`src/rtl/muxn_reg.sv`:
```
// muxn_reg: N-channel registered mux with manual select, round-robin scan of valid channels and hold
module muxn_reg #(
   parameter int N = 4,
   parameter int W = 8,
   localparam int SW = $clog2(N)
) (
   input  logic           clk,
   input  logic           rst,
   input  logic [N*W-1:0] in_data,
   input  logic [N-1:0]   in_valid,
   input  logic [SW-1:0]  sel,
   input  logic           mode,
   input  logic           hold,
   output logic [W-1:0]   out_data,
   output logic           out_valid,
   output logic [SW-1:0]  out_ch
);
   logic [W-1:0]   data_q, data_d, man_data, rr_data;
   logic           valid_q, valid_d, man_valid, found;
   logic [SW-1:0]  ch_q, ch_d, ptr_q, ptr_d, off, gnt;
   logic [SW:0]    sum;
   logic [2*N-1:0] rot;
   // doubled vector shifted so bit j is channel (ptr+1+j) mod N
   assign rot = {in_valid, in_valid} >> ({1'b0, ptr_q} + 1'b1);
   always_comb begin
      found = 1'b0;
      off = '0;
      for (int j = N - 1; j >= 0; j--) begin
         if (rot[j]) begin
            found = 1'b1;
            off = SW'(j);
         end
      end
   end
   assign sum = {1'b0, ptr_q} + {1'b0, off} + 1'b1;
   assign gnt = sum >= (SW+1)'(N) ? SW'(sum - (SW+1)'(N)) : SW'(sum);
   always_comb begin
      man_data = '0;
      man_valid = 1'b0;
      rr_data = '0;
      for (int k = 0; k < N; k++) begin
         if (sel == SW'(k)) begin
            man_data = in_data[k*W +: W];
            man_valid = in_valid[k];
         end
         if (gnt == SW'(k)) rr_data = in_data[k*W +: W];
      end
   end
   always_comb begin
      data_d = hold ? data_q : mode ? (found ? rr_data : data_q) : man_data;
      valid_d = hold ? valid_q : mode ? found : man_valid;
      ch_d = hold ? ch_q : mode ? (found ? gnt : ch_q) : sel;
      ptr_d = (!hold && mode && found) ? gnt : ptr_q;
   end
   always_ff @(posedge clk or posedge rst) begin
      if (rst) begin
         data_q <= '0;
         valid_q <= 1'b0;
         ch_q <= '0;
         ptr_q <= SW'(N - 1);
      end else begin
         data_q <= data_d;
         valid_q <= valid_d;
         ch_q <= ch_d;
         ptr_q <= ptr_d;
      end
   end
   assign out_data = data_q;
   assign out_valid = valid_q;
   assign out_ch = ch_q;
endmodule

```
`config.mk`:
```
export PLATFORM = sky130hd
export DESIGN_NAME = muxn_reg
export DESIGN_NICKNAME = d
export VERILOG_FILES = /design/src/rtl/muxn_reg.sv
export SDC_FILE = /design/constraint.sdc
export NUM_CORES = 1
export LEC_CHECK = 0
export CORE_ASPECT_RATIO = 0.9
export CORE_UTILIZATION = 41
export DETAILED_ROUTE_END_ITERATION = 16
export PLACE_DENSITY = 0.76
export SYNTH_ARGS = -nofsm -noshare
export SYNTH_HDL_FRONTEND = slang
export SYNTH_SLANG_ARGS = --single-unit
```
`constraint.sdc`:
```
create_clock -name clk -period 2.3 [get_ports clk]
set_input_delay 0.345 -clock clk [delete_from_list [all_inputs] [get_ports clk]]
set_output_delay 0.345 -clock clk [all_outputs]
set_load 0.02 [all_outputs]
```
# [Word-level counts from Yosys, hierarchy flattened]
# Index checks and enable logic that the tools add are counted.
[classes] multipliers=0 n_lt_le_gt_ge=1 n_div=0 shift=1 n_eq_ne=7 addsub=4 bitwise=1 n_reduce_logical=6 n_mux=26
[ops] op="$mux 8" count=10
[ops] op="$mux 2" count=7
[ops] op="$mux 1" count=9
[ops] op="$eq 2x2->1 const B" count=4
[ops] op="$shr 8x3->4" count=1
[ops] op="$eq 2x1->1 const B" count=2
[ops] op="$logic_not 2->1" count=2
[ops] op="$add 2x1->3 const B" count=1
[ops] op="$add 2x2->3" count=1
[ops] op="$add 3x1->3 const B" count=1
[ops] op="$ge 3x3->1 const B" count=1
[ops] op="$logic_and 1x1->1" count=2
[ops] op="$ne 2x1->1 const B" count=1
[ops] op="$reduce_and 2->1" count=1
[ops] op="$sub 2x1->2 const B" count=1
[ops] op="$logic_not 1->1" count=1
[ops] op="$not 1->1" count=1
[word_totals] ramBits=0 word_cells=50 reg_bits=13 mem_bits_ro=0 input_bits=42 n_memories=0 output_inout_bits=11 latchBits=0

# [Logic depth before layout (Yosys ltp)]
# Gate-level depths: netlist (run 1).
[logic_depth] depth_word=17 mapped_depth=13 depth_no_buf=11

# [Least setup slack after synthesis (run 1)]
# Ideal clock, no wire load.
[synth_timing] path_type="in2reg" start="input in_valid[2]" end="register data_q[0], in the netlist out_data[0]" setup_time_ns=0.095 cell_stages=12 slack_ns=-0.003 t_arrival_ns=2.207 path_buffers=2 path_cell_list="buf_2 nor2_1 nand2_1 o221ai_1 a21oi_1 ha_1 nand2b_1 clkbuf_1 nor2_1 o211ai_1 nand2_1 o31ai_1"
[synth_between] elab_chain_len=16 word_cells_on_any_way=26 classes_between="add/sub: 3; order compare: 1; eq/ne: 4; shift: 1; mux: 15; reduce/logical: 2"
[synth_rtl] element="start, declared" line_no="10" text="input logic [N-1:0] in_valid,"
[synth_rtl] element="$shr 8x3->4 *" line_no="24" text="assign rot = {in_valid, in_valid} >> ({1'b0, ptr_q} + 1'b1);"
[synth_rtl] element="$mux 2 (4 in a row)" line_no="29" text="if (rot[j]) begin"
[synth_rtl] element="$add 2x2->3" line_no="35" text="assign sum = {1'b0, ptr_q} + {1'b0, off} + 1'b1;"
[synth_rtl] element="$add 3x1->3" line_no="35"
[synth_rtl] element="$ge 3x3->1 / $sub 2x1->2 (equally long branches)" line_no="36" text="assign gnt = sum >= (SW+1)'(N) ? SW'(sum - (SW+1)'(N)) : SW'(sum);"
[synth_rtl] element="$mux 2" line_no="36"
[synth_rtl] element="$logic_not 2->1" line_no="46" text="if (gnt == SW'(k)) rr_data = in_data[k*W +: W];"
[synth_rtl] element="$mux 8 (4 in a row)" line_no="46"
[synth_rtl] element="$mux 8 (2 in a row)" line_no="50" text="data_d = hold ? data_q : mode ? (found ? rr_data : data_q) : man_data;"
[synth_rtl] element="end signal, assigned" line_no="62" text="data_q <= data_d;"
[synth_rtl] element="end, declared" line_no="18" text="logic [W-1:0] data_q, data_d, man_data, rr_data;"
# Mark *: on every way between the ends. The rest lies on a longest branch, timed or not. The select of a mux whose other input is x is not followed.
# A chain may end at the register's enable or synchronous reset.

# [Worst setup path in the final report (run 1)]
[layout_timing] start="register ptr_q[0]" end="register data_q[6], in the netlist out_data[6]"
[layout_between] elab_chain_len=17 word_cells_on_any_way=27 classes_between="add/sub: 4; order compare: 1; eq/ne: 4; shift: 1; mux: 15; reduce/logical: 2"
[layout_rtl] element="start, declared" line_no="20" text="logic [SW-1:0] ch_q, ch_d, ptr_q, ptr_d, off, gnt;"
[layout_rtl] element="start signal, assigned" line_no="60" text="ptr_q <= SW'(N - 1);"
[layout_rtl] element="start signal, assigned" line_no="65" text="ptr_q <= ptr_d;"
[layout_rtl] element="$add 2x1->3" line_no="24"
[layout_rtl] element="$shr 8x3->4" line_no="24"
[layout_rtl] element="$mux 2 (4 in a row)" line_no="29"
[layout_rtl] element="$add 2x2->3" line_no="35"
[layout_rtl] element="$add 3x1->3" line_no="35"
[layout_rtl] element="$ge 3x3->1 / $sub 2x1->2 (equally long branches)" line_no="36"
[layout_rtl] element="$mux 2" line_no="36"
[layout_rtl] element="$logic_not 2->1" line_no="46"
[layout_rtl] element="$mux 8 (4 in a row)" line_no="46"
[layout_rtl] element="$mux 8 (2 in a row)" line_no="50"
# Parallel ways exist; a longest one is shown, timed or not. The select of a mux whose other input is x is not followed.

==> results of run 1 <==
[final cells by class]
| class | count | area [um^2] | share of cell area |
|---|---|---|---|
| well taps | 44 | 55.1 | 0.0236 |
| flip-flops and latches | 13 | 328 | 0.141 |
| multi-input cells | 150 | 1130 | 0.485 |
| repair buffers | 77 | 734 | 0.315 |
| clock buffers | 4 | 45.0 | 0.0193 |
| inverters | 10 | 37.5 | 0.0161 |
[registers in the layout (all words and copies together) (netlist names)]
signal     count
out_ch         2
out_valid      1
out_data       8
ptr_q          2
[synth_stat cells (2+ instances only)]
cell type  instances
buf_2              5
o21bai_1           2
buf_6              3
nand3_1            9
clkbuf_1           8
dfrtp_1           11
nor2b_1            2
nor3b_1            8
nor2_1            35
o21ai_0            6
nand2_1           18
inv_1             10
a31oi_1            2
mux4_2             8
o2bb2ai_1          7
o31ai_1            7
o211a_1            8
and2_1             2
o211ai_1           9
a21oi_1           10
dfstp_2            2
[cell families (layout without fill, tap and decap cells)]
| kind of cell | count (synthesis) | after routing | share of synthesized area |
|---|---|---|---|
| AO/OA/AOI/OAI | 58 | 58 | 0.299 |
| AND/OR/NAND/NOR | 81 | 81 | 0.256 |
| multiplexers | 10 | 10 | 0.142 |
| adder cells (fa/ha/maj) | 1 | 1 | 0.00814 |
| flip-flops | 13 | 13 | 0.213 |
| buffers and inverters | 26 | 91 | 0.0822 |
[stage by stage]
step	utilization	worst slack [ps]
CTS	0.654	0.0739
floorplan	-	21.0
global placement	0.640	-290
global route	0.670	-138
detailed placement	0.640	-362
finish	0.670	67.2
[worst max-delay path by stage]
stage	startpoint	end	slack [ps]	cells after the start
floorplan	in_valid[2]	out_data[0]	20	13
global placement	in_valid[1]	out_data[2]	-290	10
detailed placement	in_valid[1]	out_data[5]	-360	10
CTS	in_valid[0]	out_data[6]	0.07	8
global route	ptr_q[0]	out_data[1]	-140	12
finish	ptr_q[0]	out_data[6]	70	8
[routing by layer]
metal,vias up,GRT usage,share of wire
met5,-,0,0
met1,817,0.306,0.40
met2,78,0.430,0.52
li1,830,-,-
met4,0,0.0699,0.0073
met3,4,0.0210,0.076
[timing repair]
item                                   CTS  global route
resized for setup                        3            15
gates cloned                             0             0
pin swaps                                0             9
buffers inserted                         0             0
hold buffers                             0             0
endpoints found under the hold margin    0             0
setup endpoints to repair                8             8
[power by group]
group	total (uW)	internal (uW)	leakage, uW	switching (uW)
logic	1830	873	0.000859	956
registers	412	338	0.000154	74.0
clock network	205	122	0.0000228	82.9
==> flow_summary.json, run 1 <==
{
  "clock_path_buffers": 2,
  "grt_max_degree": 27,
  "finalCritPeriodShare": 0.971,
  "synth_top_area_share": 0.179,
  "drtAntennaViolNets": 0,
  "syn_nets": 232,
  "io_pins": 53,
  "io_buffer_count": 52,
  "required_ps": 2420,
  "max_slew_margin": 0.633,
  "yosys_most_used_dff": "dfrtp_1",
  "postLayoutCellArea_um2": 2330,
  "clkLatencyLatePin_ps": 240,
  "dp_cells": 294,
  "clock_sinks": 13,
  "path_class": "reg -> reg",
  "min_period_ps": 2230,
  "r2r-start": "ptr_q[0]",
  "layout_commonest_cell": "clkdlybuf4s50_1",
  "finalNonFillerCells": 298,
  "slew_viol_final": 0,
  "final_cell_mix": "clkdlybuf4s50_1 (48), nor2_1 (31), buf_4 (22)",
  "ys_seq_elements": 13,
  "num_rows": 20,
  "power.total_uw": 2450,
  "leakagePower_uw": 0.00104,
  "fin_skew_ps": 1.28,
  "synth_cell_types": 38,
  "cts_tree": "yes",
  "cp.arrival_ps": 2360,
  "fillCellCount": 304,
  "ir_worst_vdd_uv": 437,
  "syn_area_um2": 1540,
  "async_flop_share": 1.00,
  "synth_enable_flop_cells": 0,
  "diodes": 0,
  "first_iter_violations": 105,
  "synthCells": 189,
  "crit_fanout": 9,
  "worstMarginPinSlew_ps": 549,
  "nets": 298,
  "routed_wl_um": 4630,
  "reg2reg_to": "out_data[6]",
  "syn2layout_area_growth_pct": 51.6,
  "hold_ws_ps": 431,
  "antenna_found_initial": 0,
  "hold_viol": 0,
  "wire_per_inst_um": 15.6,
  "start_kind": "flop",
  "path_clk_slew_ps": 60,
  "grt_pass1_wl_um": 7320,
  "path_cells": "nor2_1 -> mux2_2 -> a21oi_1 -> ha_2 -> buf_4 -> or3_1 -> o21bai_2 -> o31ai_2",
  "cts_buffers": 3,
  "remaining_drc_errors": 0,
  "via_count": 1729,
  "maxCapViolations": 0,
  "max_freq_ghz": 0.448,
  "fin_tns_setup_ps": 0,
  "rsz0062_at_grt": "yes",
  "yosysTopAreaCell": "dfrtp_1",
  "crit_family": "flip-flops",
  "die_w_um": 66.6,
  "grt_overflow_total": 0,
  "track_usage": 0.240,
  "fp.dieH_um": 60.1,
  "crit_buf_inv": 1,
  "hold_class": "in -> async",
  "synth_area_per_cell_um2": 8.14,
  "drtPass1Iterations": 4,
  "dp_hpwl_um": 3500,
  "setup_viol": 0,
  "crit_slowest_cell": "dfstp_2",
  "cts_root_buffer": "clkbuf_8",
  "cts_max_level": 1,
  "synth-seq-area-share": 0.213,
  "status": "finished, final reports clean",
  "cpPeakStageDelay_ps": 580,
  "dpl_cell_area_um2": 2220,
  "yosysWarnings": 0,
  "rrSetupSlack_ps": 70,
  "drive_gt1_frac": 0.228,
  "r2r_cells": 8,
  "viasPerCell": 5.80,
  "grt_pass1_vias": 1642,
  "core_um2": 3480,
  "place_congestion": 0.848,
  "power_density_nw_per_um2": 1050,
  "initial_utilization": 0.442,
  "end_kind": "flop",
  "netlist_top_cells_area": "dfrtp_1 (18%), mux4_2 (12%), nor2_1 (8.5%)",
  "dieArea_um2": 4000
}
(Power assumes the default switching activity.)
==> run 2: changes to the inputs <==
ABC_AREA = 1   (was default)
PLACE_DENSITY = 0.77   (was 0.76)
==> run 2 against run 1 <==
  * Synthesized cell count up 24%
  * Synthesized area down 4.0%
  * Register-to-register slack about the same
  * Clock-buffer cell count unchanged
  * Sequential power up 7.5%
  * First-iteration DRC count down 20%
  * Largest cell class unchanged
  * Sequential share of layout area up 0.32 points
  * Highest routed layer unchanged
  * Die area down 3.9%
  * Clock power up 4%
==> flow_summary.json, run 2 <==
{
  "crit_slowest_cell": "dfstp_2",
  "clock_path_buffers": 2,
  "netlist_top_cells_area": "nand2_1 (19%), dfrtp_1 (19%), nand3_1 (12%)",
  "syn2layout_area_growth_pct": 54.4,
  "drtPass1Iterations": 4,
  "crit_top_cell": "nand2_1",
  "cpPeakStageDelay_ps": 560,
  "nets": 344,
  "share_comb_of_total_power": 0.815,
  "min_period_ps": 2240,
  "crit_fanout": 8,
  "wire_per_inst_um": 13.8,
  "core_um2": 3400,
  "maxCapViolations": 0,
  "path_cells": "buf_4 -> nand2_1 -> nand3_1 -> nand2_1 -> nand2_1 -> nand2_2 -> ha_4 -> inv_2 -> buf_12 -> a21oi_4 -> nand2_1 -> nand2_1 -> o21ai_2 -> a21oi_2",
  "yosysTopAreaCell": "nand2_1",
  "io_pins": 53,
  "ys_seq_elements": 13,
  "grt_max_degree": 16,
  "drive_gt1_frac": 0.233,
  "cp.arrival_ps": 2420,
  "grt_pass1_vias": 1545,
  "dp_cells": 338,
  "worstMarginPinSlew_ps": 529,
  "status": "finished, final reports clean",
  "fp.dieH_um": 58.9,
  "ir_worst_vdd_uv": 836,
  "leakagePower_uw": 0.00107,
  "clock_power_share": 0.060,
  "power.internal_uw": 1690,
  "required_ps": 2480,
  "path_class": "reg -> reg",
  "cts_tree": "yes",
  "async_flop_share": 1.00,
  "track_usage": 0.245,
  "hold_buffers": 0,
  "remaining_drc_errors": 0,
  "synth_cell_types": 31,
  "synth_area_per_cell_um2": 6.31,
  "place_congestion": 0.955,
  "max_slew_margin": 0.647,
  "slew_viol_final": 0,
  "largest_register_ffs": 8,
  "num_rows": 20,
  "clkLatencyLatePin_ps": 250,
  "layout_commonest_cell": "nand2_1",
  "final_cell_mix": "nand2_1 (69), clkdlybuf4s50_1 (49), nand3_1 (31)",
  "synth-seq-area-share": 0.222,
  "synth_top_area_share": 0.193,
  "drtAntennaViolNets": 0,
  "yosys_most_used_dff": "dfrtp_1",
  "setup_viol": 0,
  "antenna_found_initial": 0,
  "synthCells": 234,
  "io_buffer_count": 52,
  "diodes": 0,
  "grt_pass1_wl_um": 7180,
  "fin_skew_ps": 4.53,
  "die_w_um": 65.3,
  "cts_max_level": 1,
  "grt_overflow_total": 0,
  "power_density_nw_per_um2": 1550,
  "synth_enable_flop_cells": 0,
  "viasPerCell": 5.29,
  "dieArea_um2": 3850,
  "first_iter_violations": 84,
  "synth_most_common_cell": "nand2_1",
  "routed_wl_um": 4760,
  "via_count": 1820,
  "power_switching_uw": 1840,
  "end_kind": "flop",
  "cts_buffers": 3,
  "finalCritPeriodShare": 0.972,
  "clock_sinks": 13,
  "synth_common_cells": "nand2_1 (76), nand3_1 (35), a21oi_1 (14), nor2_1 (13), inv_1 (12)",
  "syn_area_um2": 1480,
  "dp_hpwl_um": 3590,
  "post-route-util": 0.670,
  "hold_class": "in -> async",
  "syn_nets": 277,
  "initial_utilization": 0.434,
  "sequentialPowerShare": 0.125,
  "hold_viol": 0,
  "yosysWarnings": 0,
  "finalNonFillerCells": 344,
  "path_clk_slew_ps": 60,
  "start_kind": "flop",
  "p_sw_frac": 0.521,
  "cts_root_buffer": "clkbuf_8",
  "max_freq_ghz": 0.447
}
==> run 2: power by group through the flow <==
stage	Combinational, uW	Clock (uW)	Sequential [uW]
after floorplan	1650	0	534
after global placement	2660	0	440
after detailed placement	2700	0	446
after CTS	2710	215	444
after global routing	3120	224	454
final	2880	213	443
==> run 2: layer usage <==
layer / part of all wire / global-route usage / vias to the layer above
met5: 0 / 0 / -
met4: 0.0063 / 0.0528 / 0
met3: 0.083 / 0.0368 / 4
met2: 0.51 / 0.427 / 83
met1: 0.40 / 0.320 / 823
li1: - / - / 910
==> run 2: area by class of cell <==
class                           instances  area [um^2]
Clock buffer                            4         45.0
Inverter                               24          100
Multi-Input combinational cell        189         1060
Timing Repair Buffer                   70          688
Fill cell                             321         1120
Sequential cell                        13          328
Tap cell                               44         55.1
==> run 2: path summary, 6_finish.rpt <==
| kind | start | slack [ps] | depth (start not counted) | end |
|---|---|---|---|---|
| worst min register to register | out_valid | 480 | 2 | out_valid |
| min in group clk | out_valid | 480 | 2 | out_valid |
| worst max-delay path | ptr_q[0] | 60 | 14 | out_data[6] |
| worst min-delay path | rst | 430 | 2 | out_data[2] |
| worst max register to register | ptr_q[0] | 60 | 14 | out_data[6] |
| max in group asynchronous | rst | 1500 | 2 | ptr_q[0] |
==> run 2: critical path, delay by kind of cell, from the launching register on <==
| kind | cells | cell delay, ps |
|---|---|---|
| adders and majority gates | 1 | 270 |
| DFF | 1 | 560 |
| buffers and inverters | 3 | 310 |
| AOI/OAI and AO/OA | 3 | 460 |
| and+or+nand+nor | 7 | 550 |
==> run 2: kinds of logic (layout without fill, tap and decap cells) <==
kind of cell | count (synthesis) | after routing | synth area share
flops | 13 | 13 | 0.222
compound gates | 48 | 48 | 0.216
simple gates | 140 | 140 | 0.462
fa+ha+maj | 1 | 1 | 0.00847
buf+inv | 32 | 98 | 0.0915
==> run 2: what timing repair did <==
item | in CTS | in global routing
gates resized for setup | 0 | 18
endpoints found under the setup margin | 0 | 8
buffers inserted | 0 | 2
==> run 2: stage by stage <==
stage                     total power [uW]  hold WS, ps  setup TNS [ps]  setup WS [ps]  cell area [um^2]
after floorplan                       2190          221               0           60.0              1480
after global placement                3100          461            -309          -61.3              2160
after detailed placement              3140          467            -634           -109              2160
after CTS                             3370          450               0           75.6              2200
after global routing                  3800          492            -264          -56.7              2280
final                                 3540          428               0           65.0              2280
==> run 3: changes to the inputs <==
CORE_UTILIZATION = 45   (was 41)
PLACE_DENSITY = 0.8   (was 0.77)
clock period = 2.4 ns   (was 2.3 ns; I/O delays follow)
==> run 3 against run 2 <==
  * Design area decreased by 6.4%
  * Clock-buffer cell count stayed put
  * Combinational power down 18%
  * Critical path depth up 1
==> flow_summary.json, run 3 (same netlist as run 2, synthesis figures left out) <==
{
  "status": "finished, final reports clean",
  "crit_fanout": 11,
  "max_freq_ghz": 0.449,
  "grt_pass1_vias": 1630,
  "sequentialPowerShare": 0.146,
  "grt_pass1_wl_um": 7440,
  "initial_utilization": 0.478,
  "largest_register_ffs": 8,
  "r2r_cells": 15,
  "hold_buffers": 0,
  "maxCapViolations": 0,
  "io_pins": 53,
  "path_class": "reg -> reg",
  "post-route-util": 0.690,
  "share_comb_of_total_power": 0.803,
  "path_cells": "inv_2 -> nand2_1 -> nand3_1 -> nand2_1 -> nand3_1 -> nand2_1 -> nand2_1 -> ha_1 -> inv_1 -> buf_12 -> a21oi_4 -> nand2_1 -> nand2_1 -> o21ai_1 -> a21oi_2",
  "grt_max_degree": 17,
  "crit_slowest_cell": "dfstp_2",
  "finalCritPeriodShare": 0.929,
  "cts_resized": 0,
  "ir_worst_vdd_uv": 893,
  "rrSetupSlack_ps": 170,
  "power_density_nw_per_um2": 1380,
  "grt_overflow_total": 0,
  "power_switching_uw": 1620,
  "io_buffer_count": 52,
  "crit_buf_inv": 3,
  "path_clk_slew_ps": 100,
  "required_ps": 2630,
  "finalNonFillerCells": 335,
  "crit_top_cell": "nand2_1",
  "setup_viol": 0,
  "die_w_um": 62.4,
  "rsz0062_at_grt": "no",
  "diodes": 0,
  "fp.dieH_um": 56.3,
  "clkLatencyLatePin_ps": 290,
  "viasPerCell": 5.35,
  "final_cell_mix": "nand2_1 (76), clkdlybuf4s50_1 (52), nand3_1 (35)",
  "track_usage": 0.268,
  "nets": 337,
  "routed_wl_um": 4340,
  "end_kind": "flop",
  "via_count": 1792,
  "cts_root_buffer": "clkbuf_4",
  "power.total_uw": 2940,
  "dp_cells": 331,
  "dp_hpwl_um": 3310,
  "slew_viol_final": 0,
  "power.internal_uw": 1330,
  "place_congestion": 0.909,
  "drtPass1Iterations": 5,
  "reg2reg_to": "out_data[1]",
  "start_kind": "flop",
  "cp.arrival_ps": 2460,
  "crit_family": "simple AND/OR/NAND/NOR gates",
  "clock_path_buffers": 2,
  "leakagePower_uw": 0.000985,
  "p_sw_frac": 0.549,
  "min_period_ps": 2230,
  "antenna_found_initial": 0,
  "fin_skew_ps": 8.28,
  "crit_start": "ptr_q[0]",
  "first_iter_violations": 121,
  "hold_viol": 0,
  "cts_max_level": 1,
  "core_um2": 3090,
  "remaining_drc_errors": 0,
  "drtAntennaViolNets": 0,
  "worstMarginPinSlew_ps": 572,
  "clock_sinks": 13,
  "cpPeakStageDelay_ps": 580,
  "r2r-start": "ptr_q[0]",
  "cts_tree": "yes",
  "cts_buffers": 3,
  "drive_gt1_frac": 0.171,
  "cts_setup_buffers": 0,
  "dieArea_um2": 3510,
  "clock_power_share": 0.052,
  "hold_class": "in -> async",
  "syn2layout_area_growth_pct": 44.5,
  "max_slew_margin": 0.618,
  "layout_commonest_cell": "nand2_1",
  "wire_per_inst_um": 12.9,
  "num_rows": 19
}
[run 3: cell count changes in the layout (fill, tap and decap cells not counted), sizes merged]
cell	delta
buf	-7
dlymetal6s2s	-3
clkdlybuf4s50	+3
[run 3: final cells by class]
class                           instances  area [um^2]
Timing Repair Buffer                   63          616
Inverter                               24         97.6
Tap cell                               42         52.6
Sequential cell                        13          328
Clock buffer                            4         26.3
Multi-Input combinational cell        189         1010
Fill cell                             277          957
[run 3: power groups by stage]
stage | registers (uW) | clock network (uW) | logic (uW)
2_1_floorplan | 511 | 0 | 1580
3_3_place_gp | 432 | 0 | 2320
3_5_place_dp | 433 | 0 | 2350
4_1_cts | 429 | 157 | 2360
5_1_grt | 445 | 163 | 2600
6_report | 429 | 152 | 2360
[run 3: per-stage QoR]
stage                     TNS, ps  setup WS, ps  hold WS (ps)  instance area (um^2)
final                           0           171           406                  2130
after detailed placement    -30.5         -20.6           469                  2110
after global routing            0          1.36           488                  2130
after global placement     -0.850        -0.850           461                  2110
after CTS                       0           179           421                  2130
after floorplan                 0          47.2           236                  1480
[run 3: how the worst max path moves through the flow]
stage / cells past startpoint / slack [ps] / to
6_report: 15 / 170 / out_data[1]
5_1_grt: 15 / 1 / out_data[1]
4_1_cts: 15 / 180 / out_data[1]
3_5_place_dp: 15 / -20 / out_data[1]
3_3_place_gp: 15 / -0.9 / out_data[1]
2_1_floorplan: 14 / 50 / out_data[1]
[run 3: layer usage]
metal  GRT usage  vias up  share of wire
met5           0        -              0
met4      0.0930        0          0.016
met3      0.0386        9          0.078
met2       0.449       93           0.49
met1       0.353      792           0.42
li1            -      898              -
[run 3: worst register-to-register path, delay by kind of cell, from the launching register on]
family                   cells  cell delay (ps)
AO/OA/AOI/OAI                3              430
adder cells (fa/ha/maj)      1              260
buffers and inverters        3              290
flip-flops                   1              580
AND/OR/NAND/NOR              8              620
